===== config.mk =====
export PLATFORM = sky130hd
export DESIGN_NAME = sync_fifo_param_flat
export DESIGN_NICKNAME = d
export VERILOG_FILES = /design/src/rtl/sync_fifo_param_if.sv /design/src/rtl/sync_fifo_param.sv /design/src/flat_wrapper.sv
export SDC_FILE = /design/constraint.sdc
export NUM_CORES = 2
export LEC_CHECK = 0
export CAP_MARGIN = 15
export CORE_MARGIN = 2
export CORE_UTILIZATION = 38
export CTS_CLUSTER_DIAMETER = 60
export CTS_CLUSTER_SIZE = 12
export DETAILED_ROUTE_END_ITERATION = 12
export SLEW_MARGIN = 40
export SYNTH_ARGS = -nofsm -noshare
export SYNTH_HDL_FRONTEND = slang
export SYNTH_SLANG_ARGS = --single-unit

===== constraint.sdc =====
create_clock -name clk_in -period 4.6 [get_ports clk_in]
set_input_delay 0.69 -clock clk_in [delete_from_list [all_inputs] [get_ports clk_in]]
set_output_delay 0.69 -clock clk_in [all_outputs]
set_load 0.02 [all_outputs]

===== src/rtl/sync_fifo_param_if.sv =====
// Producer/consumer-side signal bundle of the parametrised single-clock FIFO.
// Clock and reset stay outside the bundle as plain ports of the FIFO.
interface sync_fifo_param_if #(
    parameter int DWIDTH = 8,
    parameter int AWIDTH = 8
);
    logic [DWIDTH-1:0] d_in;
    logic              wr;
    logic              rd;
    logic              flush;
    logic              clr_err;
    logic [DWIDTH-1:0] d_out;
    logic              d_valid;
    logic              empty;
    logic              full;
    logic              almost_empty;
    logic              almost_full;
    logic [AWIDTH:0]   count;
    logic              ov_flw;
    logic              ud_flw;

    // Handshake: wr is taken on a clock edge only when full is low before that
    // edge, rd only when empty is low; a refused request raises a sticky error.
    modport master (
        output d_in, wr, rd, flush, clr_err,
        input  d_out, d_valid, empty, full, almost_empty, almost_full, count, ov_flw, ud_flw
    );
    modport slave (
        input  d_in, wr, rd, flush, clr_err,
        output d_out, d_valid, empty, full, almost_empty, almost_full, count, ov_flw, ud_flw
    );
endinterface


===== src/rtl/sync_fifo_param.sv =====
// Single-clock FIFO with parametrised width/depth, thresholds, sticky errors, flush
// and a choice of registered (FWFT=0) or first-word-fall-through (FWFT=1) read port.
module sync_fifo_param #(
    parameter int DWIDTH   = 8,
    parameter int AWIDTH   = 8,
    parameter int AF_LEVEL = 192,
    parameter int AE_LEVEL = 64,
    parameter int FWFT     = 0
) (
    input logic              clk_in,
    input logic              rst,
    sync_fifo_param_if.slave bus
);
    localparam int DEPTH = 1 << AWIDTH;
    localparam logic [AWIDTH:0] AF_CNT = AF_LEVEL[AWIDTH:0];
    localparam logic [AWIDTH:0] AE_CNT = AE_LEVEL[AWIDTH:0];

    logic [DWIDTH-1:0] mem_q [DEPTH];
    logic [AWIDTH:0]   wr_ptr_q, wr_ptr_d;
    logic [AWIDTH:0]   rd_ptr_q, rd_ptr_d;
    logic [AWIDTH:0]   count_w;
    logic              empty_w, full_w;
    logic              wr_acc, rd_acc;
    logic              ov_q, ov_d;
    logic              ud_q, ud_d;

    // Extra pointer MSB is the wrap bit, so full and empty stay distinguishable.
    always_comb begin
        count_w  = wr_ptr_q - rd_ptr_q;
        empty_w  = (wr_ptr_q == rd_ptr_q);
        full_w   = (wr_ptr_q[AWIDTH] != rd_ptr_q[AWIDTH]) &&
                   (wr_ptr_q[AWIDTH-1:0] == rd_ptr_q[AWIDTH-1:0]);
        wr_acc   = bus.wr & ~full_w & ~bus.flush;
        rd_acc   = bus.rd & ~empty_w & ~bus.flush;
        wr_ptr_d = bus.flush ? '0 : wr_ptr_q + {{AWIDTH{1'b0}}, wr_acc};
        rd_ptr_d = bus.flush ? '0 : rd_ptr_q + {{AWIDTH{1'b0}}, rd_acc};
        // A new error in the same cycle as clr_err wins; flush suppresses errors.
        ov_d     = (bus.wr & full_w & ~bus.flush) | (ov_q & ~bus.clr_err);
        ud_d     = (bus.rd & empty_w & ~bus.flush) | (ud_q & ~bus.clr_err);
    end

    always_ff @(posedge clk_in) begin
        if (!rst) begin
            wr_ptr_q <= '0;
            rd_ptr_q <= '0;
            ov_q     <= 1'b0;
            ud_q     <= 1'b0;
        end else begin
            wr_ptr_q <= wr_ptr_d;
            rd_ptr_q <= rd_ptr_d;
            ov_q     <= ov_d;
            ud_q     <= ud_d;
        end
    end

    always_ff @(posedge clk_in) begin
        if (rst && wr_acc) begin
            mem_q[wr_ptr_q[AWIDTH-1:0]] <= bus.d_in;
        end
    end

    assign bus.count        = count_w;
    assign bus.empty        = empty_w;
    assign bus.full         = full_w;
    assign bus.almost_empty = (count_w <= AE_CNT);
    assign bus.almost_full  = (count_w >= AF_CNT);
    assign bus.ov_flw       = ov_q;
    assign bus.ud_flw       = ud_q;

    generate
        if (FWFT == 0) begin : g_std
            logic [DWIDTH-1:0] d_out_q, d_out_d;
            logic              d_valid_q, d_valid_d;

            always_comb begin
                d_out_d   = d_out_q;
                d_valid_d = rd_acc;
                if (rd_acc) begin
                    d_out_d = mem_q[rd_ptr_q[AWIDTH-1:0]];
                end
            end

            always_ff @(posedge clk_in) begin
                if (!rst) begin
                    d_out_q   <= '0;
                    d_valid_q <= 1'b0;
                end else begin
                    d_out_q   <= d_out_d;
                    d_valid_q <= d_valid_d;
                end
            end

            assign bus.d_out   = d_out_q;
            assign bus.d_valid = d_valid_q;
        end else begin : g_fwft
            // Head word is presented directly; driven to zero while nothing is stored.
            assign bus.d_out   = empty_w ? '0 : mem_q[rd_ptr_q[AWIDTH-1:0]];
            assign bus.d_valid = ~empty_w;
        end
    endgenerate
endmodule


===== src/flat_wrapper.sv =====
// flat-port wrapper written by rule: the top's interface ports become plain ports
module sync_fifo_param_flat 
#(
    parameter int DWIDTH   = 8,
    parameter int AWIDTH   = 8,
    parameter int AF_LEVEL = 192,
    parameter int AE_LEVEL = 64,
    parameter int FWFT     = 0
)
  (clk_in, rst, bus_d_in, bus_wr, bus_rd, bus_flush, bus_clr_err, bus_d_out, bus_d_valid, bus_empty, bus_full, bus_almost_empty, bus_almost_full, bus_count, bus_ov_flw, bus_ud_flw);
  sync_fifo_param_if #(.DWIDTH(DWIDTH), .AWIDTH(AWIDTH)) bus_i ();
  input logic clk_in;
  input logic rst;
  input wire logic [$bits(bus_i.d_in)-1:0] bus_d_in;
  input wire logic [$bits(bus_i.wr)-1:0] bus_wr;
  input wire logic [$bits(bus_i.rd)-1:0] bus_rd;
  input wire logic [$bits(bus_i.flush)-1:0] bus_flush;
  input wire logic [$bits(bus_i.clr_err)-1:0] bus_clr_err;
  output wire logic [$bits(bus_i.d_out)-1:0] bus_d_out;
  output wire logic [$bits(bus_i.d_valid)-1:0] bus_d_valid;
  output wire logic [$bits(bus_i.empty)-1:0] bus_empty;
  output wire logic [$bits(bus_i.full)-1:0] bus_full;
  output wire logic [$bits(bus_i.almost_empty)-1:0] bus_almost_empty;
  output wire logic [$bits(bus_i.almost_full)-1:0] bus_almost_full;
  output wire logic [$bits(bus_i.count)-1:0] bus_count;
  output wire logic [$bits(bus_i.ov_flw)-1:0] bus_ov_flw;
  output wire logic [$bits(bus_i.ud_flw)-1:0] bus_ud_flw;
  assign bus_i.d_in = bus_d_in;
  assign bus_i.wr = bus_wr;
  assign bus_i.rd = bus_rd;
  assign bus_i.flush = bus_flush;
  assign bus_i.clr_err = bus_clr_err;
  assign bus_d_out = bus_i.d_out;
  assign bus_d_valid = bus_i.d_valid;
  assign bus_empty = bus_i.empty;
  assign bus_full = bus_i.full;
  assign bus_almost_empty = bus_i.almost_empty;
  assign bus_almost_full = bus_i.almost_full;
  assign bus_count = bus_i.count;
  assign bus_ov_flw = bus_i.ov_flw;
  assign bus_ud_flw = bus_i.ud_flw;
  sync_fifo_param #(.DWIDTH(DWIDTH), .AWIDTH(AWIDTH), .AF_LEVEL(AF_LEVEL), .AE_LEVEL(AE_LEVEL), .FWFT(FWFT)) u_core (.clk_in(clk_in), .rst(rst), .bus(bus_i));
endmodule

After elaboration in Yosys (flattened, before gate mapping)
Memory sizes are Yosys's and may differ from the RTL's. A register that Yosys moved wholly into a read port is not among the register bits.
Index checks and enable logic that the tools add are counted.

word-level totals
  memories kept = 1
  input port bits = 14
  output and inout port bits = 24
  memory bits (writable) = 2048
  logic and storage cells = 37
  register bits after elaboration = 21

operators by class
  equal/unequal tests = 3
  mux-type cells = 2
  magnitude comparators = 2
  add/sub/neg operators = 3
  bitwise logic cells = 17
  reduce and logical (&&, ||, !) cells = 4

memory list
  memory        words  width  rd ports  clocked after Yosys merged registers in  wr ports  RTL line               RTL
  u_core.mem_q  256    8      1         1                                        1         sync_fifo_param.sv:18  logic [DWIDTH-1:0] mem_q [DEPTH];

operators by type and width
  kind                                                                number
  adder 9 x 1 -> 9 bit                                                2
  bitwise AND 1 bit                                                   10
  == test 9 bit                                                       1
  greater-or-equal comparator 9 x 8 -> 1 bit (second input constant)  1
  less-or-equal comparator 9 x 7 -> 1 bit (second input constant)     1
  subtractor 9 bit                                                    1
  == test 8 bit                                                       1
  inverter 1 bit                                                      5
  logical AND 1 bit                                                   2
  two-way mux 1 bit                                                   2
  OR 1 bit                                                            2
  OR reduction 2 bit                                                  1
  zero test 1 bit                                                     1
  != test 1 bit                                                       1

Logic depth before layout (Yosys ltp)
  depth in word-level cells = 8
  gate-level depth with buffers = 17
  mapped depth without buffers = 11

Least setup slack after synthesis
No wires, ideal clock.

  kind = flip-flop to output port
  from = register u_core.rd_ptr_q[2]
  to = output port bus_almost_empty
  cell stages (with the launch flop) = 14
  arrival = 3.378 ns
  path buffers = 5
  slack = 0.532 ns
  data required time = 3.910 ns
  path through = dfxtp_1 > buf_2 > inv_2 > buf_4 > buf_4 > buf_2 > buf_2 > ha_1 > o21ai_0 > a21boi_0 > o21ai_0 > a21oi_1 > or3_1 > a221oi_1

on the way
  cells in the longest elaborated chain, start to end = 2

ends and longest elaborated chain
  what                                     RTL line               RTL
  from (decl)                              sync_fifo_param.sv:20  logic [AWIDTH:0] rd_ptr_q, rd_ptr_d;
  from (signal assigned)                   sync_fifo_param.sv:50  rd_ptr_q <= rd_ptr_d;
  subtractor 9 bit                         sync_fifo_param.sv:29  count_w = wr_ptr_q - rd_ptr_q;
  less-or-equal comparator 9 x 7 -> 1 bit  sync_fifo_param.sv:65  assign bus.almost_empty = (count_w <= AE_CNT);
  to (decl)                                flat_wrapper.sv:23     output wire logic [$bits(bus_i.almost_empty)-1:0] bus_almost_empty;

Every way passes these cells.

Worst setup path after layout
  from = register u_core.rd_ptr_q[1]
  to = output port bus_almost_full

on the way
  cells in the longest elaborated chain, start to end = 2

ends and longest elaborated chain
  what                                        RTL line               RTL
  subtractor 9 bit                            sync_fifo_param.sv:29
  greater-or-equal comparator 9 x 8 -> 1 bit  sync_fifo_param.sv:66  assign bus.almost_full = (count_w >= AF_CNT);
  to (decl)                                   flat_wrapper.sv:24     output wire logic [$bits(bus_i.almost_full)-1:0] bus_almost_full;

Every way passes these cells.

==> flow_summary.toml <==
[status]
status = "complete, no violations"

[detailed_routing]
firstDrtPassIters = 8
wl_per_cell_um = 31.1
drt_wl_total_um = 222000
first_iter_violations = 5097
final_antenna_net_count = 0
drc_errors = 0
vias_per_cell = 5.80
vias = 41314

[floorplanning]
die_area_um2 = 218000
die_x_um = 467
num_io_pins = 38
die_h_um = 467
start_util_pct = 38.1
row_count = 170
core_region_area_um2 = 214000

[synthesis]
ys_warn_count = 0
synth_cells = 3865
synth.top_cells.by_area = "edfxtp_1 75%, mux4_2 12%, mux4_1 2.1%"
yosysTopAreaCell = "edfxtp_1"
ys.flop_type = "edfxtp_1"
synth_edf_count = 2048
ys_ff_latch = 2077
synth-async-reset-ratio_pct = 0
syn_area_per_cell_um2 = 21.1
ys_seq_area_share_pct = 76.1
synth_most_common_cell = "edfxtp_1"
netlist_area_um2 = 81500
yosysUniqueCellTypes = 72
synth.net_count = 3892
yosys-top-cells-count = "2048 x edfxtp_1, 420 x mux4_2, 302 x nor2_1, 160 x mux2i_1, 120 x nand2_1"
synth_top_area_share_pct = 75.4

[grt]
grt_overflow = 0
grt_pass1_vias = 41243
use_met1_pct = 27.9
grt_busiest_layer = "met2"
use_met3_pct = 3.70
antenna_found_initial = 7
met2_usage_pct = 32.1
grt_max_degree = 143
grt_usage_pct = 20.2
grt_pass1_wl_um = 314000

[setup_path]
critPathCapture = "bus_almost_full"
slowest_stage = "clkdlybuf4s50_1"
cp-start-kind = "flip-flop"
r2r_slack_ps = 770
slowest_delay_ps = 540
worstSetupPathType = "reg2out"
cp_max_fo = 16
crit_arrival_ps = 3740
path_depth = 10
path_cells = "inv_2 > ha_1 > nor2b_1 > o21ai_0 > a21boi_0 > o21ai_1 > a21oi_1 > or3_1 > a31o_2 > clkdlybuf4s50_1"
crit_start = "u_core.rd_ptr_q[1]"
r2r_cells = 10
cp.required_ps = 3910
crit_buf_inv = 2
critPathCaptureType = "output port"
r2r-end = "u_core.bus.d_out[7]"
cpLargestDelayFamily = "compound AO/OA/AOI/OAI gates"
timing.rr.start = "u_core.rd_ptr_q[0]"

[pwr]
intPower_uw = 28500
clockPowerShare_pct = 40.1
powerDensity_nw_per_um2 = 385
switchingPower_uw = 7050
swShare_pct = 19.8
peakVddDrop_uv = 262
p_comb_share_pct = 1.5
leakagePower_uw = 0.0281
seqPwrFrac_pct = 58.4

[sta]
rsz0062_at_grt = "yes"
slew-limit-headroom_pct = 42.1
fin_crit_sh_pct = 96.2
holdWs_ps = 231
slew_viol_final = 0
hold_viol = 0
layout_min_cycle_time_ps = 4430
worst_pin_slew_ps = 866
setup_viol = 0
finalClockSkew_ps = 25.6
max_freq_mhz = 226

[clock_network]
cts_tree = "done"
htree_levels = 4
clkTransAtPathRegs_ps = 70
ctsHoldBuffers = 0
cts-buffers-inserted = 193
clock_sinks = 2077
clk_latency_ps = 840
cts-root-buf = "clkbuf_16"
cts_max_path_buffers = 3

[finish]
num_antenna_cells = 0
stdcell_area_um2 = 92300
layout-drive-gt1-share_pct = 24.4
nets = 4262
area_growth_pct = 13.2
stdcell_count = 7128

[placed_design]
place_area_um2 = 86900
gp_congestion = 0.863
numPortBuffers = 37
placedCellCount = 6874
dp_hpwl_um = 135000

[job]
max-cap-violations = 0

[min_path]
hp-class = "in2reg"
power by group through the flow:
stage          sequential (uW)  clock, uW  combinational, uW
3_3_place_gp             21200          0                498
3_5_place_dp             21200          0                526
2_1_floorplan            21200          0                103
4_1_cts                  20800      14500                524
6_report                 20800      14300                524
5_1_grt                  20800      15100                558
registers in the layout (all words and copies together), names as in the netlist:
signal and cells:
u_core.bus.d_out 8, u_core.bus.d_valid 1, u_core.bus.ov_flw 1, u_core.bus.ud_flw 1, u_core.mem_q 2048, u_core.rd_ptr_q 9, u_core.wr_ptr_q 9
cells in the final DEF (no fill, tap or decap), types with 26 or more instances in the layout:
cell type	Yosys	final
a21oi_1	57	57
mux4_2	420	420
nand2_1	120	112
edfxtp_1	2048	2048
clkbuf_1	86	37
nand3_1	32	26
buf_4	15	338
nor2_1	302	298
mux4_1	66	66
mux2i_1	160	160
clkbuf_16	0	198
a221oi_1	28	28
a22oi_1	71	71
o21ai_0	48	47
clkdlybuf4s50_1	0	28
per-layer routing:
metal,wire length (um),part of all wire (%),vias to the layer above
li1,-,-,16759
met1,90700,41,22256
met2,106000,48,1954
met3,17600,8.0,341
met4,7700,3.5,4
met5,27,0.012,-
layout make-up:
type	count	area (um^2)
fill	18446	122000
sequential	2077	62100
multi-input combinational	1547	17900
clock buffer	233	5040
tap	2838	3550
timing repair buffer	401	3480
clock inverter	17	195
inverter	15	61.3
logic make-up after synthesis:
group                      share of synthesized area (%)
xor gates and xnor gates                           0.204
buffers and inverters                               2.12
adders and majority gates                          0.209
muxes                                               15.7
DFF                                                 76.1
AOI/OAI and AO/OA                                   2.88
and+or+nand+nor                                     2.72
timing repair:
action	CTS	global route
buffers inserted	0	0
resized for setup	2	3
setup endpoints to repair	1	3
cloned	0	0
through the flow:
step | util (%) | power (uW) | setup slack (ps) | TNS (ps)
5_1_grt | 43.1 | 36500 | -4.92 | -4.92
3_3_place_gp | 40.6 | 21700 | 639 | 0
3_5_place_dp | 40.6 | 21700 | 730 | 0
4_1_cts | 43.1 | 35800 | 62.2 | 0
6_report | 43.1 | 35600 | 174 | 0
2_1_floorplan | - | 21300 | 532 | 0
worst min path at each step:
stage | from | end | depth (start not counted)
2_1_floorplan | u_core.wr_ptr_q[8] | u_core.wr_ptr_q[8] | 2
3_3_place_gp | u_core.bus.ov_flw | u_core.bus.ov_flw | 2
3_5_place_dp | u_core.bus.ud_flw | u_core.bus.ud_flw | 2
4_1_cts | bus_d_in[1] | u_core.mem_q[160][1] | 1
5_1_grt | bus_d_in[3] | u_core.mem_q[27][3] | 1
6_report | bus_d_in[3] | u_core.mem_q[171][3] | 1
Power figures use the tool's default switching activity.
